$ cat config.mk
export PLATFORM = sky130hd
export DESIGN_NAME = fetch_unit
export DESIGN_NICKNAME = d
export VERILOG_FILES = /design/src/rtl/fetch_unit_pkg.sv /design/src/rtl/fetch_unit_jump_lut.sv /design/src/rtl/fetch_unit.sv
export SDC_FILE = /design/constraint.sdc
export NUM_CORES = 1
export LEC_CHECK = 0
export CAP_MARGIN = 20
export CORE_MARGIN = 2
export CORE_UTILIZATION = 41
export DETAILED_ROUTE_END_ITERATION = 8
export PLACE_DENSITY = 0.81
export RECOVER_POWER = 50
export SLEW_MARGIN = 20
export SYNTH_ARGS = -nofsm -noshare
export SYNTH_HDL_FRONTEND = slang
export SYNTH_SLANG_ARGS = --single-unit
$ cat constraint.sdc
create_clock -name Clk -period 4.5 [get_ports Clk]
set_clock_uncertainty 0.15 [all_clocks]
set_input_delay 0.45 -clock Clk [delete_from_list [all_inputs] [get_ports Clk]]
set_output_delay 0.45 -clock Clk [all_outputs]
set_load 0.02 [all_outputs]
$ cat src/rtl/fetch_unit_pkg.sv
// Shared definitions for the fetch unit: default widths, opcode encodings,
// sequencer state type and the conditional-jump predicate.
package fetch_unit_pkg;

  localparam int unsigned PC_W_DEF   = 10;
  localparam int unsigned IW_DEF     = 9;
  localparam int unsigned LUT_AW_DEF = 5;

  localparam logic [3:0] OP_JMP  = 4'b0000;
  localparam logic [3:0] OP_JEQ  = 4'b0001;
  localparam logic [3:0] OP_JNE  = 4'b0010;
  localparam logic [3:0] OP_JLT  = 4'b0011;
  localparam logic [3:0] OP_JGE  = 4'b0100;
  localparam logic [3:0] OP_HALT = 4'b1111;

  typedef enum logic [1:0] {
    ST_IDLE,
    ST_FILL,
    ST_RUN,
    ST_DONE
  } fetch_state_e;

  // Flag condition for conditional jumps; unconditional jumps are qualified
  // separately by the decoder's UncondJump strobe.
  function automatic logic cond_met(input logic [3:0] opcode,
                                    input logic       flag_z,
                                    input logic       flag_n);
    logic met;
    met = 1'b0;
    case (opcode)
      OP_JEQ:  met = flag_z;
      OP_JNE:  met = !flag_z;
      OP_JLT:  met = flag_n;
      OP_JGE:  met = !flag_n;
      default: met = 1'b0;
    endcase
    return met;
  endfunction

endpackage

$ cat src/rtl/fetch_unit_jump_lut.sv
// Jump-target lookup ROM: 2^LUT_AW entries of PC_W bits, combinational read.
// Contents are fixed at elaboration through the packed LUT_INIT parameter.
module jump_lut #(
  parameter int unsigned                          PC_W     = 10,
  parameter int unsigned                          LUT_AW   = 5,
  parameter logic [(2**LUT_AW)*PC_W-1:0]          LUT_INIT = '0
) (
  input  logic [LUT_AW-1:0] idx,
  output logic [PC_W-1:0]   target
);

  // Entry i occupies LUT_INIT[i*PC_W +: PC_W].
  always_comb begin
    target = LUT_INIT[PC_W*int'(idx) +: PC_W];
  end

endmodule

$ cat src/rtl/fetch_unit.sv
// Instruction fetch sequencer: IDLE -> FILL -> RUN -> DONE, with a one-cycle
// squash bubble after taken jumps. Optional taken-jump counter: FETCH_PERF_CNT_EN.
module fetch_unit
  import fetch_unit_pkg::*;
#(
  parameter int unsigned                 PC_W     = PC_W_DEF,
  parameter int unsigned                 IW       = IW_DEF,
  parameter int unsigned                 LUT_AW   = LUT_AW_DEF,
  parameter logic [(2**LUT_AW)*PC_W-1:0] LUT_INIT = '0
) (
  input  logic            Clk,
  input  logic            Reset_n,
  input  logic            Start,
  input  logic [PC_W-1:0] StartAddr,
  input  logic [IW-1:0]   InstrIn,
  input  logic            UncondJump,
  input  logic            JType,
  input  logic            FlagZ,
  input  logic            FlagN,
  output logic [PC_W-1:0] PC,
  output logic [IW-1:0]   Instr,
  output logic [3:0]      Opcode,
  output logic            Valid,
  output logic            Done
`ifdef FETCH_PERF_CNT_EN
  ,
  output logic [15:0]     TakenCnt
`endif
);

  fetch_state_e    state_q, state_d;
  logic [PC_W-1:0] pc_q, pc_d;
  logic [IW-1:0]   instr_q, instr_d;
  logic            squash_q, squash_d;
  logic            done_q, done_d;

  logic [PC_W-1:0] pc_inc;
  logic [PC_W-1:0] lut_target;
  logic [3:0]      opcode;
  logic            valid;
  logic            halt;
  logic            taken;
  logic            start_accept;

  jump_lut #(
    .PC_W     (PC_W),
    .LUT_AW   (LUT_AW),
    .LUT_INIT (LUT_INIT)
  ) u_jump_lut (
    .idx    (instr_q[LUT_AW-1:0]),
    .target (lut_target)
  );

  assign opcode       = instr_q[IW-1:IW-4];
  assign pc_inc       = pc_q + 1'b1;
  assign valid        = (state_q == ST_RUN) && !squash_q;
  assign start_accept = Start && ((state_q == ST_IDLE) || (state_q == ST_DONE));

  // Halt outranks jump; both are ignored in a squashed slot.
  assign halt  = valid && (opcode == OP_HALT);
  assign taken = valid && !halt && JType &&
                 (UncondJump || cond_met(opcode, FlagZ, FlagN));

  always_comb begin
    state_d  = state_q;
    pc_d     = pc_q;
    instr_d  = instr_q;
    squash_d = squash_q;
    done_d   = done_q;
    case (state_q)
      ST_IDLE, ST_DONE: begin
        if (Start) begin
          pc_d     = StartAddr;
          done_d   = 1'b0;
          squash_d = 1'b0;
          state_d  = ST_FILL;
        end
      end
      ST_FILL: begin
        instr_d  = InstrIn;
        pc_d     = pc_inc;
        squash_d = 1'b0;
        state_d  = ST_RUN;
      end
      ST_RUN: begin
        if (halt) begin
          done_d  = 1'b1;
          state_d = ST_DONE;
        end else if (taken) begin
          // The fall-through word is still captured, but flagged dead.
          instr_d  = InstrIn;
          pc_d     = lut_target;
          squash_d = 1'b1;
        end else begin
          instr_d  = InstrIn;
          pc_d     = pc_inc;
          squash_d = 1'b0;
        end
      end
      default: begin
        state_d = ST_IDLE;
      end
    endcase
  end

  always_ff @(posedge Clk or negedge Reset_n) begin
    if (!Reset_n) begin
      state_q  <= ST_IDLE;
      pc_q     <= '0;
      instr_q  <= '0;
      squash_q <= 1'b0;
      done_q   <= 1'b0;
    end else begin
      state_q  <= state_d;
      pc_q     <= pc_d;
      instr_q  <= instr_d;
      squash_q <= squash_d;
      done_q   <= done_d;
    end
  end

  assign PC     = pc_q;
  assign Instr  = instr_q;
  assign Opcode = opcode;
  assign Valid  = valid;
  assign Done   = done_q;

`ifdef FETCH_PERF_CNT_EN
  logic [15:0] taken_cnt_q, taken_cnt_d;

  always_comb begin
    taken_cnt_d = taken_cnt_q;
    if (start_accept) begin
      taken_cnt_d = '0;
    end else if (taken && (taken_cnt_q != 16'hFFFF)) begin
      taken_cnt_d = taken_cnt_q + 16'd1;
    end
  end

  always_ff @(posedge Clk or negedge Reset_n) begin
    if (!Reset_n) begin
      taken_cnt_q <= '0;
    end else begin
      taken_cnt_q <= taken_cnt_d;
    end
  end

  assign TakenCnt = taken_cnt_q;
`else
  // start_accept only feeds the optional counter.
  logic unused_start_accept;
  assign unused_start_accept = start_accept;
`endif

endmodule

==> impl_metrics.env <==
export IMPL_status="completed"
export IMPL_post_cts_setup_buffers=0
export IMPL_grt_pass1_wl_mm=5.250
export IMPL_diodes=0
export IMPL_crit_chain="inv_1 > ha_1 > nand2b_2 > inv_1 > clkdlybuf4s50_1"
export IMPL_whs_ps=352.1
export IMPL_fmax_mhz=400.8
export IMPL_synth_seq_area_share_pct=41.74
export IMPL_hold_violations=0
export IMPL_antenna_found_initial=0
export IMPL_layout_worst_path_cycle_share_pct=55.44
export IMPL_cp_common_cell="inv_1"
export IMPL_pwr_share_seq_pct=31.1
export IMPL_finalSetupTns_ps=0
export IMPL_synth_area_per_cell_um2=9.642
export IMPL_synth_mux_area_share_pct=7.169
export IMPL_viasPerCell=5.345
export IMPL_fin_area_um2=1902
export IMPL_min_period_ps=2495
export IMPL_timing_reg2reg_setup_slack_ps=2080
export IMPL_track_usage_pct=18.01
export IMPL_htreeDepth=1
export IMPL_min_delay_path_depth=1
export IMPL_routedWlPerCell_um=14.19
export IMPL_clockBufferDepth=2
export IMPL_core_um2=3284
export IMPL_synth_distinct_cells=36
export IMPL_ys_flop_type="dfrtp_1"
export IMPL_maxSlewViolCount=0
export IMPL_cts_made_buffers=3
export IMPL_syn_inst=143
export IMPL_die_area_um2=3843
export IMPL_tightest_slew_ps=1272
export IMPL_synth_nets=173
export IMPL_drtPass1Iterations=4
export IMPL_multi_input_area_um2=706.9
export IMPL_crit_path_top_delay_cell="clkdlybuf4s50_1"
export IMPL_seq_area_um2=575.6
export IMPL_p_comb_share_pct=61.7
export IMPL_r2r_end="PC[2]$_DFFE_PN0P_"
export IMPL_layout_commonest_cell="clkdlybuf4s50_1"
export IMPL_gp_congestion=0.8109
export IMPL_num_fill_cells=307
export IMPL_required_ps=3900
export IMPL_grt_max_degree=24
export IMPL_clk_pin_slew_worst_paths_ps=130
export IMPL_drc=0
export IMPL_clock_tree_root_cell="clkbuf_4"
export IMPL_critPathKind="flop to output pin"
export IMPL_grt_pass1_vias=1224
export IMPL_start_kind="flop"
export IMPL_crit_family="buffers and inverters"
export IMPL_crit_start="state_q[0]$_DFFE_PN0P_"
export IMPL_crit_end="Valid"
export IMPL_netlist_area_um2=1379
export IMPL_min_path_type="flop to flop"
export IMPL_drt_initial_drc_count=54
export IMPL_synth_compound_area_share_pct=18.15
export IMPL_final_layout_size_suffix_gt1_share_pct=11.11
export IMPL_setup_violations=0
export IMPL_reg2regPathDepth=6
export IMPL_port_buffers=50
export IMPL_slowest_delay_ps=620
export IMPL_clk_latency_ps=300
export IMPL_synthSimpleGateAreaFrac_pct=22.32
export IMPL_synth_edff_count=0
export IMPL_p_per_area_nw_per_um2=709.2
export IMPL_ant_nets=0
export IMPL_synth_xor_area_share_pct=0
export IMPL_place_area_um2=1871
export IMPL_crit_cells=5
export IMPL_slew_headroom_pct=15.21
export IMPL_cts_sinks=23
export IMPL_dp_final_hpwl_mm=2.563
export IMPL_initial_utilization_pct=41.98
export IMPL_vias=1256
export IMPL_internal_power_uw=707.5
export IMPL_vdd_drop_max_v=0.0003244
export IMPL_die_w_um=61.99
export IMPL_die_y_um=61.99
export IMPL_most_common_layout_cells="clkdlybuf4s50_1 (41), dfrtp_1 (23), nand2_1 (14)"
export IMPL_io_pins=51
export IMPL_p_leak_nw=0.7905
export IMPL_r2r_start="state_q[0]$_DFFE_PN0P_"
export IMPL_critPathMaxFanout=4
export IMPL_ys_ff_latch=23
export IMPL_arrival_ps=1890
export IMPL_pwr_share_clk_pct=7.2
export IMPL_synth_top_family_by_area="simple AND/OR/NAND/NOR gates"
export IMPL_routed_wl_mm=3.335
export IMPL_grt_overflow=0
export IMPL_synthAdderAreaFrac_pct=3.630
export IMPL_rows=21
export IMPL_ys_warn_count=0
export IMPL_fin_nets=220
export IMPL_cts_tree="done"
export IMPL_swShare_pct=47.55
export IMPL_async_flop_share_pct=100.0
export IMPL_cp_buffers_inverters=3
export IMPL_area_growth_pct=37.93
export IMPL_switchingPower_uw=641.3
export IMPL_rsz0062_at_grt="false"
export IMPL_drv_cap=0
export IMPL_cp_end_kind="output pin"
==> synthesized netlist by cell type (all sizes together), types with 2 or more instances <==
library cell / instances / share of area [%]
or2: 2 / 0.91
nand2: 14 / 3.8
mux2: 7 / 5.7
dfrtp: 23 / 42
o21ai: 5 / 2.1
nor3: 7 / 2.5
buf: 9 / 4.8
ha: 4 / 3.6
or4b: 2 / 1.5
nand4: 4 / 1.8
nand3: 11 / 4.4
inv: 8 / 2.2
nand2b: 3 / 1.5
nor2: 8 / 2.2
a21oi: 14 / 5.4
o211ai: 8 / 7.3
mux2i: 2 / 1.5
==> cells by family after synthesis <==
family	Yosys count
adders and majority gates	4
and+or+nand+nor	58
DFF	23
buffers and inverters	17
AOI/OAI and AO/OA	32
muxes	9
==> state kept, by name (all words and copies together) (netlist names) <==
| name | count |
|---|---|
| Done | 1 |
| squash_q | 1 |
| PC | 10 |
| Instr | 9 |
| state_q | 2 |
==> power groups by stage <==
stage                     Combinational [mW]  Clock, mW  Sequential [mW]
after global routing                   0.912      0.109            0.437
after detailed placement               0.848          0            0.423
after floorplan                        0.484          0            0.503
final                                  0.832     0.0973            0.420
after global placement                 0.821          0            0.416
after CTS                              0.854      0.100            0.420
==> cell type report <==
type	count	area share, %
sequential	23	30.26
timing repair buffer	51	26.51
clock inverter	1	0.2632
inverter	8	1.579
clock buffer	3	1.184
tap	46	3.026
multi-input combinational	103	37.17
==> worst min path at each step <==
stage | endpoint | startpoint | slack (ps)
finish | Instr[3]$_DFFE_PN0P_ | Instr[3]$_DFFE_PN0P_ | 350
global route | Instr[3]$_DFFE_PN0P_ | Instr[3]$_DFFE_PN0P_ | 370
CTS | Instr[3]$_DFFE_PN0P_ | Instr[3]$_DFFE_PN0P_ | 360
detailed placement | Instr[3]$_DFFE_PN0P_ | Instr[3]$_DFFE_PN0P_ | 330
global placement | Instr[4]$_DFFE_PN0P_ | Instr[4]$_DFFE_PN0P_ | 320
floorplan | Done$_DFFE_PN0P_ | Reset_n | 4
==> metrics by stage <==
stage          setup slack (ps)  utilization (%)  instances  total power [mW]
2_1_floorplan              2677                -        143            0.9864
3_3_place_gp               2123            56.95        230             1.237
5_1_grt                    1868            57.90        235             1.457
6_report                   2005            57.90        235             1.349
3_5_place_dp               2071            56.95        230             1.272
4_1_cts                    2008            57.79        234             1.374
==> metal layers <==
metal / global-route usage (%) / share of wire, %
met2: 31.10 / 49
met3: 3.106 / 6.6
met4: 4.255 / 0.57
met1: 23.42 / 44
met5: 0 / 0
==> timing repair <==
action,4_1_cts,5_1_grt
resized for setup,0,0
hold buffers,0,1
endpoints found under the setup margin,0,0
hold endpoints to repair,0,23
Note: power is estimated with default switching activity, not from simulation.
